### src/rtl/calc_pkg.sv
// Shared definitions for the calculator input path: key kinds, one-hot
// operator codes, sequencer state encoding and an operator legality helper.
package calc_pkg;

    localparam int unsigned DATA_W = 4;
    localparam int unsigned CNT_W  = 4;

    typedef enum logic [1:0] {
        KEY_DIGIT = 2'b00,
        KEY_OP    = 2'b01,
        KEY_EQ    = 2'b10,
        KEY_CLR   = 2'b11
    } key_kind_e;

    localparam logic [DATA_W-1:0] OP_ADD = 4'b0001;
    localparam logic [DATA_W-1:0] OP_SUB = 4'b0010;
    localparam logic [DATA_W-1:0] OP_MUL = 4'b0100;
    localparam logic [DATA_W-1:0] OP_DIV = 4'b1000;

    typedef enum logic [2:0] {
        ST_IDLE   = 3'd0,
        ST_GOT_A  = 3'd1,
        ST_GOT_OP = 3'd2,
        ST_GOT_B  = 3'd3,
        ST_ISSUE  = 3'd4,
        ST_WAIT   = 3'd5
    } state_e;

    // Only the four one-hot codes name an operation.
    function automatic logic is_legal_op(input logic [DATA_W-1:0] code);
        return (code == OP_ADD) || (code == OP_SUB) ||
               (code == OP_MUL) || (code == OP_DIV);
    endfunction

endpackage

### src/rtl/calc_input_sequencer.sv
// Calculator key sequencer: collects operand/operator/equals keys, issues a
// one-cycle write to the downstream ALU, waits RESULT_LAT cycles and captures
// the result, which then becomes the first operand of a chained operation.
//
// Ports:
//   clk, rst                  clock, asynchronous active-high reset
//   key_valid/key_kind/key_val  one-cycle key strobe with kind and value
//   result_uncoded            ALU result input, sampled RESULT_LAT cycles after issue
//   alu_sel, wr_enable        one-cycle ALU write strobe (ISSUE state only)
//   first_nr, second_nr, operation  registered operands and one-hot operation
//   result, result_valid      captured result and its one-cycle valid pulse
//   busy                      high while an operation is in flight
//   err                       one-cycle pulse for a rejected key
module calc_input_sequencer
    import calc_pkg::*;
#(
    parameter int unsigned RESULT_LAT = 3
) (
    input  logic              clk,
    input  logic              rst,
    input  logic              key_valid,
    input  logic [1:0]        key_kind,
    input  logic [DATA_W-1:0] key_val,
    input  logic [DATA_W-1:0] result_uncoded,
    output logic              alu_sel,
    output logic              wr_enable,
    output logic [DATA_W-1:0] first_nr,
    output logic [DATA_W-1:0] second_nr,
    output logic [DATA_W-1:0] operation,
    output logic [DATA_W-1:0] result,
    output logic              result_valid,
    output logic              busy,
    output logic              err
);

    localparam logic [CNT_W-1:0] CNT_LOAD = CNT_W'(RESULT_LAT - 1);

    state_e            state, state_next;
    logic [CNT_W-1:0]  cnt, cnt_d;
    logic [DATA_W-1:0] first_d, second_d, op_d, result_d;
    logic              wr_d, rv_d, busy_d, err_d;

    key_kind_e kind;
    logic      is_dig, is_op, is_eq, is_clr, op_ok, cnt_zero;

    assign kind     = key_kind_e'(key_kind);
    assign is_dig   = key_valid && (kind == KEY_DIGIT);
    assign is_op    = key_valid && (kind == KEY_OP);
    assign is_eq    = key_valid && (kind == KEY_EQ);
    assign is_clr   = key_valid && (kind == KEY_CLR);
    assign op_ok    = is_legal_op(key_val);
    assign cnt_zero = (cnt == '0);

    // State register.
    always_ff @(posedge clk or posedge rst) begin
        if (rst) begin
            state <= ST_IDLE;
        end else begin
            state <= state_next;
        end
    end

    // Next-state logic; clear overrides everything, including in-flight ops.
    always_comb begin
        state_next = state;
        if (is_clr) begin
            state_next = ST_IDLE;
        end else begin
            case (state)
                ST_IDLE:   if (is_dig) state_next = ST_GOT_A;
                ST_GOT_A:  if (is_op && op_ok) state_next = ST_GOT_OP;
                ST_GOT_OP: if (is_dig) state_next = ST_GOT_B;
                ST_GOT_B:  if (is_eq) state_next = ST_ISSUE;
                ST_ISSUE:  state_next = ST_WAIT;
                ST_WAIT:   if (cnt_zero) state_next = ST_GOT_A;
                default:   state_next = ST_IDLE;
            endcase
        end
    end

    // Output/datapath next values; registered below.
    always_comb begin
        first_d  = first_nr;
        second_d = second_nr;
        op_d     = operation;
        result_d = result;
        cnt_d    = cnt;
        rv_d     = 1'b0;
        err_d    = 1'b0;
        if (is_clr) begin
            first_d  = '0;
            second_d = '0;
            op_d     = '0;
            cnt_d    = '0;
        end else begin
            case (state)
                ST_IDLE: begin
                    if (is_dig) first_d = key_val;
                    if (is_op)  err_d   = 1'b1;
                end
                ST_GOT_A: begin
                    if (is_dig) first_d = key_val;
                    if (is_op) begin
                        if (op_ok) op_d  = key_val;
                        else       err_d = 1'b1;
                    end
                end
                ST_GOT_OP: begin
                    if (is_dig) second_d = key_val;
                    if (is_op) begin
                        if (op_ok) op_d  = key_val;
                        else       err_d = 1'b1;
                    end
                    if (is_eq) err_d = 1'b1;
                end
                ST_GOT_B: begin
                    if (is_dig) second_d = key_val;
                    if (is_op)  err_d    = 1'b1;
                end
                ST_ISSUE: begin
                    cnt_d = CNT_LOAD;
                    if (key_valid) err_d = 1'b1;
                end
                ST_WAIT: begin
                    if (key_valid) err_d = 1'b1;
                    if (cnt_zero) begin
                        // Result seeds the first operand of a chained operation.
                        result_d = result_uncoded;
                        rv_d     = 1'b1;
                        first_d  = result_uncoded;
                        second_d = '0;
                        op_d     = '0;
                    end else begin
                        cnt_d = cnt - CNT_W'(1);
                    end
                end
                default: ;
            endcase
        end
        // Strobes are registered, so they follow the state being entered.
        wr_d   = (state_next == ST_ISSUE);
        busy_d = (state_next == ST_ISSUE) || (state_next == ST_WAIT);
    end

    // Operand, counter and output registers.
    always_ff @(posedge clk or posedge rst) begin
        if (rst) begin
            first_nr     <= '0;
            second_nr    <= '0;
            operation    <= '0;
            result       <= '0;
            cnt          <= '0;
            alu_sel      <= 1'b0;
            wr_enable    <= 1'b0;
            result_valid <= 1'b0;
            busy         <= 1'b0;
            err          <= 1'b0;
        end else begin
            first_nr     <= first_d;
            second_nr    <= second_d;
            operation    <= op_d;
            result       <= result_d;
            cnt          <= cnt_d;
            alu_sel      <= wr_d;
            wr_enable    <= wr_d;
            result_valid <= rv_d;
            busy         <= busy_d;
            err          <= err_d;
        end
    end

endmodule

### config.mk
export PLATFORM = sky130hd
export DESIGN_NAME = calc_input_sequencer
export DESIGN_NICKNAME = d
export VERILOG_FILES = /design/src/rtl/calc_pkg.sv /design/src/rtl/calc_input_sequencer.sv
export SDC_FILE = /design/constraint.sdc
export NUM_CORES = 1
export LEC_CHECK = 0
export CORE_MARGIN = 5
export CORE_UTILIZATION = 52
export CTS_CLUSTER_SIZE = 40
export DETAILED_ROUTE_END_ITERATION = 8
export PLACE_DENSITY = 0.82
export SYNTH_ARGS = -nofsm -noshare
export SYNTH_HDL_FRONTEND = slang
export SYNTH_SLANG_ARGS = --single-unit
### constraint.sdc
create_clock -name clk -period 4.9 [get_ports clk]
set_input_delay 1.225 -clock clk [delete_from_list [all_inputs] [get_ports clk]]
set_output_delay 1.225 -clock clk [all_outputs]
set_load 0.02 [all_outputs]
==> qor.txt, run 1 <==
====================================================================================
Part of the cycle the worst path needs                                        61.43%
Average wire length per cell after detail routing                       16.06 microns
Most instantiated flip-flop cell in the synthesis netlist                    dfrtp_1
Number of max-capacitance violations reported                                      0
Internal power component                                                 0.0005005 W
Kind of end point of the critical path                                      register
Data required time at the worst endpoint                                     5110 ps
DIE AREA                                                                0.003799 sq mm
Result of the run                                                       finished clean
CORE AREA                                                               0.002522 sq mm
Count of hold buffers inserted by post-cts repair                                  0
Arrival time of data at the critical path endpoint                           3220 ps
Die X                                                                   61.64 microns
Number of antenna cells inserted                                                   0
Worst slew slack as a fraction of its limit                                   33.28%
Total of endpoints with negative setup slack in the final report                   0
Cell area after synthesis                                               0.001386 sq mm
Clk slew on worst S/H paths                                                   140 ps
CTS tree                                                                       built
Total routed wirelength                                                 3068 microns
Leading cell type in the layout, fill and taps excluded                 clkdlybuf4s50_1
Setup Total Neg Slack                                                           0 ps
Max clock buf depth                                                                2
Period minus WS final                                                        3010 ps
Residual overflow from global routing                                              0
Cell area power density                                                 447.3 mW/mm^2
Port Buffers                                                                      33
Number of global-route vias before repair                                       1111
Highest net fanout along the worst path                                            5
Starting utilization of the core area                                         54.96%
Switching part of the total                                                   35.94%
Share of the core filled with cells in the final layout                       69.25%
Final-layout worst hold slack                                               525.6 ps
Largest net degree at the start of global routing                                 28
Leading cell types in the layout, fill and taps excluded                33 x clkdlybuf4s50_1, 27 x dfrtp_1, 16 x mux2_2
Initial DRC count                                                                 28
Number of nets produced by synthesis                                             145
Clock Sinks                                                                       27
P_leak                                                                     0.7662 nW
Sequential share of the synthesized area                                      48.74%
Seq pwr share                                                                  43.5%
Wire length of the first global-routing pass                            5037 microns
Clk_skew                                                                    7.039 ps
Placement-stage worst setup slack                                            1528 ps
Seq cells post-synth                                                              27
Max-slew violation count                                                           0
Detailed-routing iteration count for the pre-antenna-repair pass                   4
Clock latency on the worst-skew pair                                          320 ps
Nature of the critical path startpoint                                     input pin
Final Hold Viols                                                                   0
Number of synthesis warnings                                                       0
Remaining antenna violation count                                                  0
Number of enable-type register cells in the synthesized netlist                    0
Synth Area per Inst                                                      10.58 sq um
Combined global-route utilization of all metal layers                         17.50%
Power dissipated by switching net loads                                  0.0002807 W
Worst setup path category                                                     in2reg
Post-route setup slack                                                       1890 ps
Share of power burned in combinational logic                                   44.5%
RSZ-0062 raised after global routing                                           false
Final Net Count                                                                  176
Signed area change from the synthesized netlist to the final layout           25.99%
Final total power                                                        0.0007812 W
Via total after detailed routing                                                1106
Achievable frequency                                                      0.3322 GHz
Number of gates resized after cts                                                  0
Number of buffers inserted by post-CTS setup repair                                0
Total clock buffers created by CTS                                                 3
Top-level I/O count                                                               34
IR drop worst, VDD                                                          392.0 uV
DRC violations left                                                                0
Antenna violations before repair                                                   0
Max H-tree Level                                                                   1
Measured slew at the worst slew-check pin                                   999.7 ps
Weighted congestion at the end of routability-driven global placement         0.8301
Proportion of synthesized flip-flops having asynchronous set or reset         100.0%
Synthesized instance count                                                       131
Number of inserted filler cells in the final layout                              181
Fraction of layout cells with a size suffix above 1                           17.39%
Vert. Die Dim                                                           61.64 microns
Clock root buffer                                                           clkbuf_4
Relative contribution of the clock network to total power                      12.0%
Hold Crit Class                                                              reg2reg
Number of vias per cell after detailed routing                                 5.791
Cell row count                                                                    18
Library cells used by synthesis                                                   36
Half-perimeter wire length of the detailed placement result             2336 microns
====================================================================================
[stage by stage]
stage / cells / cell area [sq um]
finish: 191 / 1747
global route: 191 / 1747
CTS: 191 / 1747
detailed placement: 187 / 1719
global placement: 187 / 1719
floorplan: 131 / 1386
[cells in the mapped netlist, types with 2 or more instances]
| cell | number | share of area (%) |
|---|---|---|
| a21oi_1 | 15 | 5.4 |
| nor4b_1 | 3 | 1.9 |
| nor3_1 | 4 | 1.4 |
| dfrtp_1 | 27 | 49 |
| inv_1 | 8 | 2.2 |
| nand2_1 | 12 | 3.2 |
| a211oi_1 | 2 | 1.1 |
| a221oi_1 | 2 | 1.3 |
| clkbuf_1 | 4 | 1.1 |
| nand3_1 | 2 | 0.72 |
| mux2_2 | 16 | 13 |
| and3_1 | 5 | 2.3 |
| buf_4 | 2 | 1.1 |
| nor2_1 | 6 | 1.6 |
| o21ai_0 | 2 | 0.72 |
[layer usage]
layer | vias to the layer above | GRT usage [%] | routed length (microns)
met5 | - | 0 | 0
met4 | 0 | 2.727 | 14
met3 | 2 | 5.031 | 225
met2 | 41 | 26.46 | 1512
met1 | 531 | 25.50 | 1316
li1 | 532 | - | -
[power by group through the flow]
stage	combinational, W	clock [W]	sequential, W
finish	0.000348	0.0000935	0.000340
global route	0.000371	0.000107	0.000351
CTS	0.000351	0.0000964	0.000340
detailed placement	0.000349	0	0.000344
global placement	0.000343	0	0.000340
floorplan	0.000140	0	0.000396
[path summary, 6_finish.rpt]
| check | start | endpoint | slack, ps | cells after the start |
|---|---|---|---|---|
| setup / recovery | key_val[2] | operation[3] | 1890 | 6 |
| max in group asynchronous | rst | operation[3] | 2860 | 2 |
| hold reg to reg | second_nr[1] | second_nr[1] | 530 | 1 |
| hold / removal | second_nr[1] | second_nr[1] | 530 | 1 |
| min in group asynchronous | rst | result[3] | 1430 | 2 |
| setup reg to reg | cnt[0] | first_nr[2] | 2670 | 7 |
[final cells by class]
type                    count  area (sq um)  share of cell area (%)
well taps                  30         37.54                   2.149
clock buffers               3         22.52                   1.289
flip-flops and latches     27         675.6                   38.68
clock inverters             1         5.005                  0.2865
repair buffers             33         330.3                   18.91
inverters                   8         30.03                   1.719
multi-input cells          89         645.6                   36.96
[kinds of logic after synthesis]
family,share of synthesized area [%]
flops,48.74
xor+xnor,0.6319
fa+ha+maj,0.9024
buf+inv,4.692
compound gates,14.80
mux,13.00
simple gates,17.24
[flip-flops by register name, summed over array words and instances, names as in the netlist, 3 cells and up]
| register | count |
|---|---|
| second_nr | 4 |
| cnt | 4 |
| first_nr | 4 |
| operation | 4 |
| state | 3 |
| result | 4 |
[worst max-delay path: stages]
cell	delay, ps
clkdlybuf4s50_1	500
nor4b_1	340
a211oi_1	130
or2_4	300
o311ai_4	350
mux2_2	380
Note: power is estimated with default switching activity, not from simulation.
==> run 2: changes to the inputs <==
--- a/config.mk
+++ b/config.mk
@@ -6,10 +6,10 @@
 export NUM_CORES = 1
 export LEC_CHECK = 0
 export CORE_MARGIN = 5
-export CORE_UTILIZATION = 52
+export CORE_UTILIZATION = 44
 export CTS_CLUSTER_SIZE = 40
 export DETAILED_ROUTE_END_ITERATION = 8
-export PLACE_DENSITY = 0.82
+export PLACE_DENSITY = 0.73
 export SYNTH_ARGS = -nofsm -noshare
 export SYNTH_HDL_FRONTEND = slang
 export SYNTH_SLANG_ARGS = --single-unit
==> constraint.sdc (replaced) <==
create_clock -name clk -period 2.53 [get_ports clk]
set_input_delay 0.6325 -clock clk [delete_from_list [all_inputs] [get_ports clk]]
set_output_delay 0.6325 -clock clk [all_outputs]
set_load 0.02 [all_outputs]
==> run 2 against run 1 <==
Net effect:
- clock skew up 2.6 ps
- final cell count increased by 12%
- global-route usage decreased by 1.8 points
- first-iteration DRC count up 79%
- sequential share of layout area is 1.8 points lower
- largest cell class unchanged
==> qor.txt, run 2 (synthesis results as in run 1) <==
====================================================================================
Final Net Count                                                                  185   +5.1%
DRC violations left                                                                0   unchanged
Starting utilization of the core area                                         45.79%   -9.2 points
Number of global-route vias before repair                                       1194   +7.5%
Part of the cycle the worst path needs                                        95.47%
Leading cell type in the layout, fill and taps excluded                 clkdlybuf4s50_1
Highest net fanout along the worst path                                            5   unchanged
Clk_skew                                                                    9.599 ps   +2.560 ps
Kind of end point of the critical path                                      register
Final non-filler cell area                                              0.001831 sq mm   +4.8%
Average wire length per cell after detail routing                       14.11 microns   -12%
Origin of the critical flop-to-flop path                                      cnt[0]
Clock latency on the worst-skew pair                                          320 ps   about the same
Setup Total Neg Slack                                                           0 ps   unchanged
Antenna violations before repair                                                   0   unchanged
Total routed wirelength                                                 3019 microns   -1.6%
CORE AREA                                                               0.003028 sq mm   +20%
Launch point of the critical path                                         key_val[2]
Total buffers and inverters traversed by the critical path                         1   unchanged
Number of vias per cell after detailed routing                                 5.299   -8.5%
Number of antenna cells inserted                                                   0   unchanged
Wire length of the first global-routing pass                            5347 microns   +6.2%
Remaining antenna violation count                                                  0   unchanged
DIE AREA                                                                0.004373 sq mm   +15%
P_leak                                                                     0.8055 nW   +5.1%
CTS tree                                                                       built
Number of inserted filler cells in the final layout                              261   +44%
Number of buffers inserted by post-CTS setup repair                                0   unchanged
Met3 Resource Use GR                                                          3.912%   -1.1 points
Top-level I/O count                                                               34   unchanged
Placed Area                                                             0.001804 sq mm   +4.9%
Cell row count                                                                    20   +2
Number of gates resized after cts                                                  0   unchanged
RSZ-0062 raised after global routing                                           false
Via total after detailed routing                                                1134   +2.5%
Final Hold Viols                                                                   0   unchanged
Hold Crit Class                                                              reg2reg
Arrival time of data at the critical path endpoint                           2630 ps   -590 ps
Count of hold buffers inserted by post-cts repair                                  0   unchanged
Nature of the critical path startpoint                                     input pin
Signed area change from the synthesized netlist to the final layout           32.04%
Cell area power density                                                 833.3 mW/mm^2   +86%
Clk slew on worst S/H paths                                                   130 ps   about the same
Total clock buffers created by CTS                                                 3   unchanged
Worst slew slack as a fraction of its limit                                   64.08%   +31 points
Die X                                                                   66.13 microns   +7.3%
Residual overflow from global routing                                              0   unchanged
Chain of cells forming the critical path                                clkdlybuf4s50_1, nor4b_1, a211oi_1, o41a_2, o311ai_4, mux2_2
Measured slew at the worst slew-check pin                                   525.2 ps   -474.5 ps
Total of endpoints with negative setup slack in the final report                   0   unchanged
Port Buffers                                                                      33   unchanged
Result of the run                                                       finished clean
IR drop worst, VDD                                                          492.4 uV   +26%
Worst setup path category                                                     in2reg
Data required time at the worst endpoint                                     2740 ps   -2370 ps
CP peak stage delay                                                           520 ps   +20 ps
Delay-heaviest family, CP                                               compound AO/OA/AOI/OAI gates
Leading cell types in the layout, fill and taps excluded                33 x clkdlybuf4s50_1, 27 x dfrtp_1, 16 x mux2_2
Weighted congestion at the end of routability-driven global placement         0.8220   -0.98%
Half-perimeter wire length of the detailed placement result             2325 microns   -0.45%
Max-slew violation count                                                           0   unchanged
Detailed-routing iteration count for the pre-antenna-repair pass                   5   +1
Fraction of layout cells with a size suffix above 1                           21.18%   +3.8 points
Largest net degree at the start of global routing                                 28   unchanged
Met2 demand-to-capacity share in global routing                               26.27%   -0.19 points
Initial DRC count                                                                 50   +79%
Max H-tree Level                                                                   1   unchanged
Hold path startpoint                                                    operation[0]
Number of max-capacitance violations reported                                      0   unchanged
Max clock buf depth                                                                2   unchanged
Clock Sinks                                                                       27   unchanged
Clock root buffer                                                           clkbuf_4
Combined global-route utilization of all metal layers                         15.66%   -1.8 points
Period minus WS final                                                        2415 ps
Vert. Die Dim                                                           66.13 microns   +7.3%
Met1 Track Usage GR                                                           19.70%   -5.8 points
Achievable frequency                                                      0.4140 GHz
Gr busiest metal                                                                met2
Cell at the slowest stage of the critical path                                o41a_2
====================================================================================
==> run 2: changes by cell type in the layout (fill, tap and decap cells not counted) <==
cell      previous run  this run
buf_4                0         9
clkbuf_1             0         1
clkinv_2             1         0
==> run 2: report_power, final <==
| part | internal [W] | switching (W) | leakage [nW] |
|---|---|---|---|
| clock | 0.0000616 | 0.000120 | 0.0150 |
| sequential | 0.000559 | 0.0000962 | 0.348 |
| combinational | 0.000367 | 0.000323 | 0.443 |
| total | 0.000987 | 0.000538 | 0.806 |
==> run 2: final timing paths <==
check / end / slack, ps / cells after the start
setup / recovery: operation[3] / 110 / 6
hold / removal: operation[0] / 520 / 1
setup reg to reg: first_nr[1] / 560 / 8
hold reg to reg: operation[0] / 520 / 1
max in group asynchronous: second_nr[1] / 1620 / 3
min in group asynchronous: result_valid / 650 / 3
==> run 2: layout make-up <==
cell class,instances,area (sq um),share of cell area [%]
clock buffers,4,26.28,1.435
well taps,44,55.05,3.008
multi-input cells,89,645.6,35.27
inverters,8,30.03,1.640
flip-flops and latches,27,675.6,36.91
repair buffers,42,397.9,21.74
==> run 2: layer usage <==
| layer | share of wire [%] | vias to the layer above |
|---|---|---|
| li1 | - | 552 |
| met1 | 44 | 546 |
| met2 | 50 | 34 |
| met3 | 6.1 | 2 |
| met4 | 0.63 | 0 |
| met5 | 0 | - |
==> run 2: worst reg2reg max path: stages (launching register included) <==
cell and delay (ps):
dfrtp_1 440, inv_1 70, ha_1 180, nor3b_1 200
buf_4 170, and3_1 160, a21oi_1 50, o21ai_2 240
mux2_2 370
==> run 2: through the flow <==
step           utilization [%]  setup slack, ps  std cells  power, W  hold slack, ps
2_1_floorplan                -            431.0        131  0.001038           531.1
3_3_place_gp             59.59           -140.2        210  0.001341           487.4
3_5_place_dp             59.59           -216.8        210  0.001360           494.7
4_1_cts                  60.45            132.5        214  0.001549           527.6
5_1_grt                  60.45            26.60        214  0.001628           551.6
6_report                 60.45            114.5        214  0.001525           521.2
==> run 3: changes to the inputs <==
--- a/config.mk
+++ b/config.mk
@@ -6,10 +6,10 @@
 export NUM_CORES = 1
 export LEC_CHECK = 0
 export CORE_MARGIN = 5
-export CORE_UTILIZATION = 44
+export CORE_UTILIZATION = 52
 export CTS_CLUSTER_SIZE = 40
 export DETAILED_ROUTE_END_ITERATION = 8
-export PLACE_DENSITY = 0.73
+export PLACE_DENSITY = 0.82
 export SYNTH_ARGS = -nofsm -noshare
 export SYNTH_HDL_FRONTEND = slang
 export SYNTH_SLANG_ARGS = --single-unit
==> constraint.sdc (replaced) <==
create_clock -name clk -period 3 [get_ports clk]
set_input_delay 0.75 -clock clk [delete_from_list [all_inputs] [get_ports clk]]
set_output_delay 0.75 -clock clk [all_outputs]
set_load 0.02 [all_outputs]
==> run 3 against run 2 <==
Net effect:
- first-iteration DRC count did not move
- core utilization rose by 9.3 points
- setup slack improved by 340 ps
==> qor.txt, run 3 (synthesis results as in run 1) <==
====================================================================================
Result of the run                                                       finished clean
Clk slew on worst S/H paths                                                   140 ps   about the same
Number of global-route vias before repair                                       1093   -8.5%
Final Net Count                                                                  178   -3.8%
Reg-to-reg slack, setup                                                      1020 ps   +460 ps
Max clock buf depth                                                                2   unchanged
Clock latency on the worst-skew pair                                          320 ps   about the same
DIE AREA                                                                0.003799 sq mm   -13%
Number of buffers inserted by post-CTS setup repair                                0   unchanged
Die X                                                                   61.64 microns   -6.8%
Part of the cycle the worst path needs                                        84.90%
Data required time at the worst endpoint                                     3220 ps   +480 ps
Highest net fanout along the worst path                                            5   unchanged
Cell area power density                                                 727.7 mW/mm^2   -13%
Register-to-Register Path Depth                                                    8   unchanged
P_leak                                                                     0.7725 nW   -4.1%
Antenna violations before repair                                                   0   unchanged
Initial DRC count                                                                 50   unchanged
Launch point of the critical path                                         key_val[2]
Hold Crit Class                                                              reg2reg
Measured slew at the worst slew-check pin                                   443.5 ps   -81.68 ps
Worst setup path category                                                     in2reg
Leading cell type in the layout, fill and taps excluded                 clkdlybuf4s50_1
Leading cell types in the layout, fill and taps excluded                33 x clkdlybuf4s50_1, 27 x dfrtp_1, 16 x mux2_2
Residual overflow from global routing                                              0   unchanged
Total routed wirelength                                                 3037 microns   +0.60%
Post-route setup slack                                                      452.9 ps   +338.4 ps
Top-level I/O count                                                               34   unchanged
Hold path startpoint                                                       result[1]
Remaining antenna violation count                                                  0   unchanged
Clock Sinks                                                                       27   unchanged
Weighted congestion at the end of routability-driven global placement         0.8300   +0.97%
Combined global-route utilization of all metal layers                         17.58%   +1.9 points
Period minus WS final                                                        2547 ps
Count of hold buffers inserted by post-cts repair                                  0   unchanged
Worst slew slack as a fraction of its limit                                   70.25%   +6.2 points
CP peak stage delay                                                           500 ps   -20 ps
Timing endpoint of the critical path                                    operation[3]
Wire length of the first global-routing pass                            5037 microns   -5.8%
Total clock buffers created by CTS                                                 3   unchanged
Origin of the critical flop-to-flop path                                      cnt[0]
Total of endpoints with negative setup slack in the final report                   0   unchanged
DRC violations left                                                                0   unchanged
Setup Total Neg Slack                                                           0 ps   unchanged
Number of gates resized after cts                                                  0   unchanged
Signed area change from the synthesized netlist to the final layout           26.99%
CTS tree                                                                       built
Chain of cells forming the critical path                                clkdlybuf4s50_1, nor4b_1, a211oi_1, or2_4, o311ai_4, mux2_2
Number of vias per cell after detailed routing                                 5.798   +9.4%
Fraction of layout cells with a size suffix above 1                           17.79%   -3.4 points
Largest net degree at the start of global routing                                 28   unchanged
Half-perimeter wire length of the detailed placement result             2281 microns   -1.9%
Nature of the critical path startpoint                                     input pin
CORE AREA                                                               0.002522 sq mm   -17%
Port Buffers                                                                      33   unchanged
Cell row count                                                                    18   -10%
Final Hold Viols                                                                   0   unchanged
Kind of end point of the critical path                                      register
Max-slew violation count                                                           0   unchanged
Clock root buffer                                                           clkbuf_4
IR drop worst, VDD                                                          600.1 uV   +22%
Number of max-capacitance violations reported                                      0   unchanged
Arrival time of data at the critical path endpoint                           2770 ps   +140 ps
Starting utilization of the core area                                         54.96%   +9.2 points
Vert. Die Dim                                                           61.64 microns   -6.8%
Average wire length per cell after detail routing                       15.74 microns   +12%
Achievable frequency                                                      0.3926 GHz
FF-to-FF End                                                             first_nr[3]
RSZ-0062 raised after global routing                                           false
Detailed-routing iteration count for the pre-antenna-repair pass                   4   -1
Placement-stage worst setup slack                                           120.0 ps   +336.8 ps
Max H-tree Level                                                                   1   unchanged
Via total after detailed routing                                                1119   -1.3%
Cell at the slowest stage of the critical path                          clkdlybuf4s50_1
Number of antenna cells inserted                                                   0   unchanged
Clk_skew                                                                    1.696 ps   -7.903 ps
====================================================================================
==> run 3: cell count changes in the layout (fill, tap and decap cells not counted) <==
cell / delta
buf_4: -7
==> run 3: report_power, final <==
group	internal (W)	total [W]	switching, W	leakage (nW)
Sequential	0.000471	0.000555	0.0000839	0.348
Clock	0.0000520	0.000155	0.000103	0.0150
Combinational	0.000303	0.000571	0.000268	0.410
==> run 3: final cells by class <==
cell class / count / area, sq um
inverters: 8 / 30.03
clock buffers: 4 / 26.28
well taps: 30 / 37.54
repair buffers: 35 / 345.3
flip-flops and latches: 27 / 675.6
fillers: 196 / 762.0
multi-input cells: 89 / 645.6
==> run 3: through the flow <==
stage	hold WS [ps]	power (W)	instances	area [sq um]	util [%]
floorplan	531.1	0.0008755	131	1386	-
global placement	488.2	0.001124	189	1734	68.75
detailed placement	494.8	0.001136	189	1734	68.75
CTS	526.0	0.001288	193	1760	69.79
global route	547.8	0.001358	193	1760	69.79
finish	518.7	0.001281	193	1760	69.79
==> run 3: worst min-delay path by stage <==
stage	end	slack, ps	cells after the start
after floorplan	cnt[0]	530	2
after global placement	result[1]	490	1
after detailed placement	result[1]	490	1
after CTS	result[1]	530	1
after global routing	operation[0]	550	1
final	result[1]	520	1
==> run 3: worst max-delay path, delay by kind of cell <==
family / cells / cell delay, ps
and+or+nand+nor: 2 / 630
AOI/OAI and AO/OA: 2 / 510
buffers and inverters: 1 / 500
muxes: 1 / 380
==> run 3: per-layer routing <==
layer / up-vias / wire [microns] / global-route usage [%]
li1: 536 / - / -
met1: 527 / 1357 / 25.33
met2: 47 / 1435 / 27.65
met3: 9 / 190 / 2.725
met4: 0 / 53 / 4.545
met5: - / 0 / 0
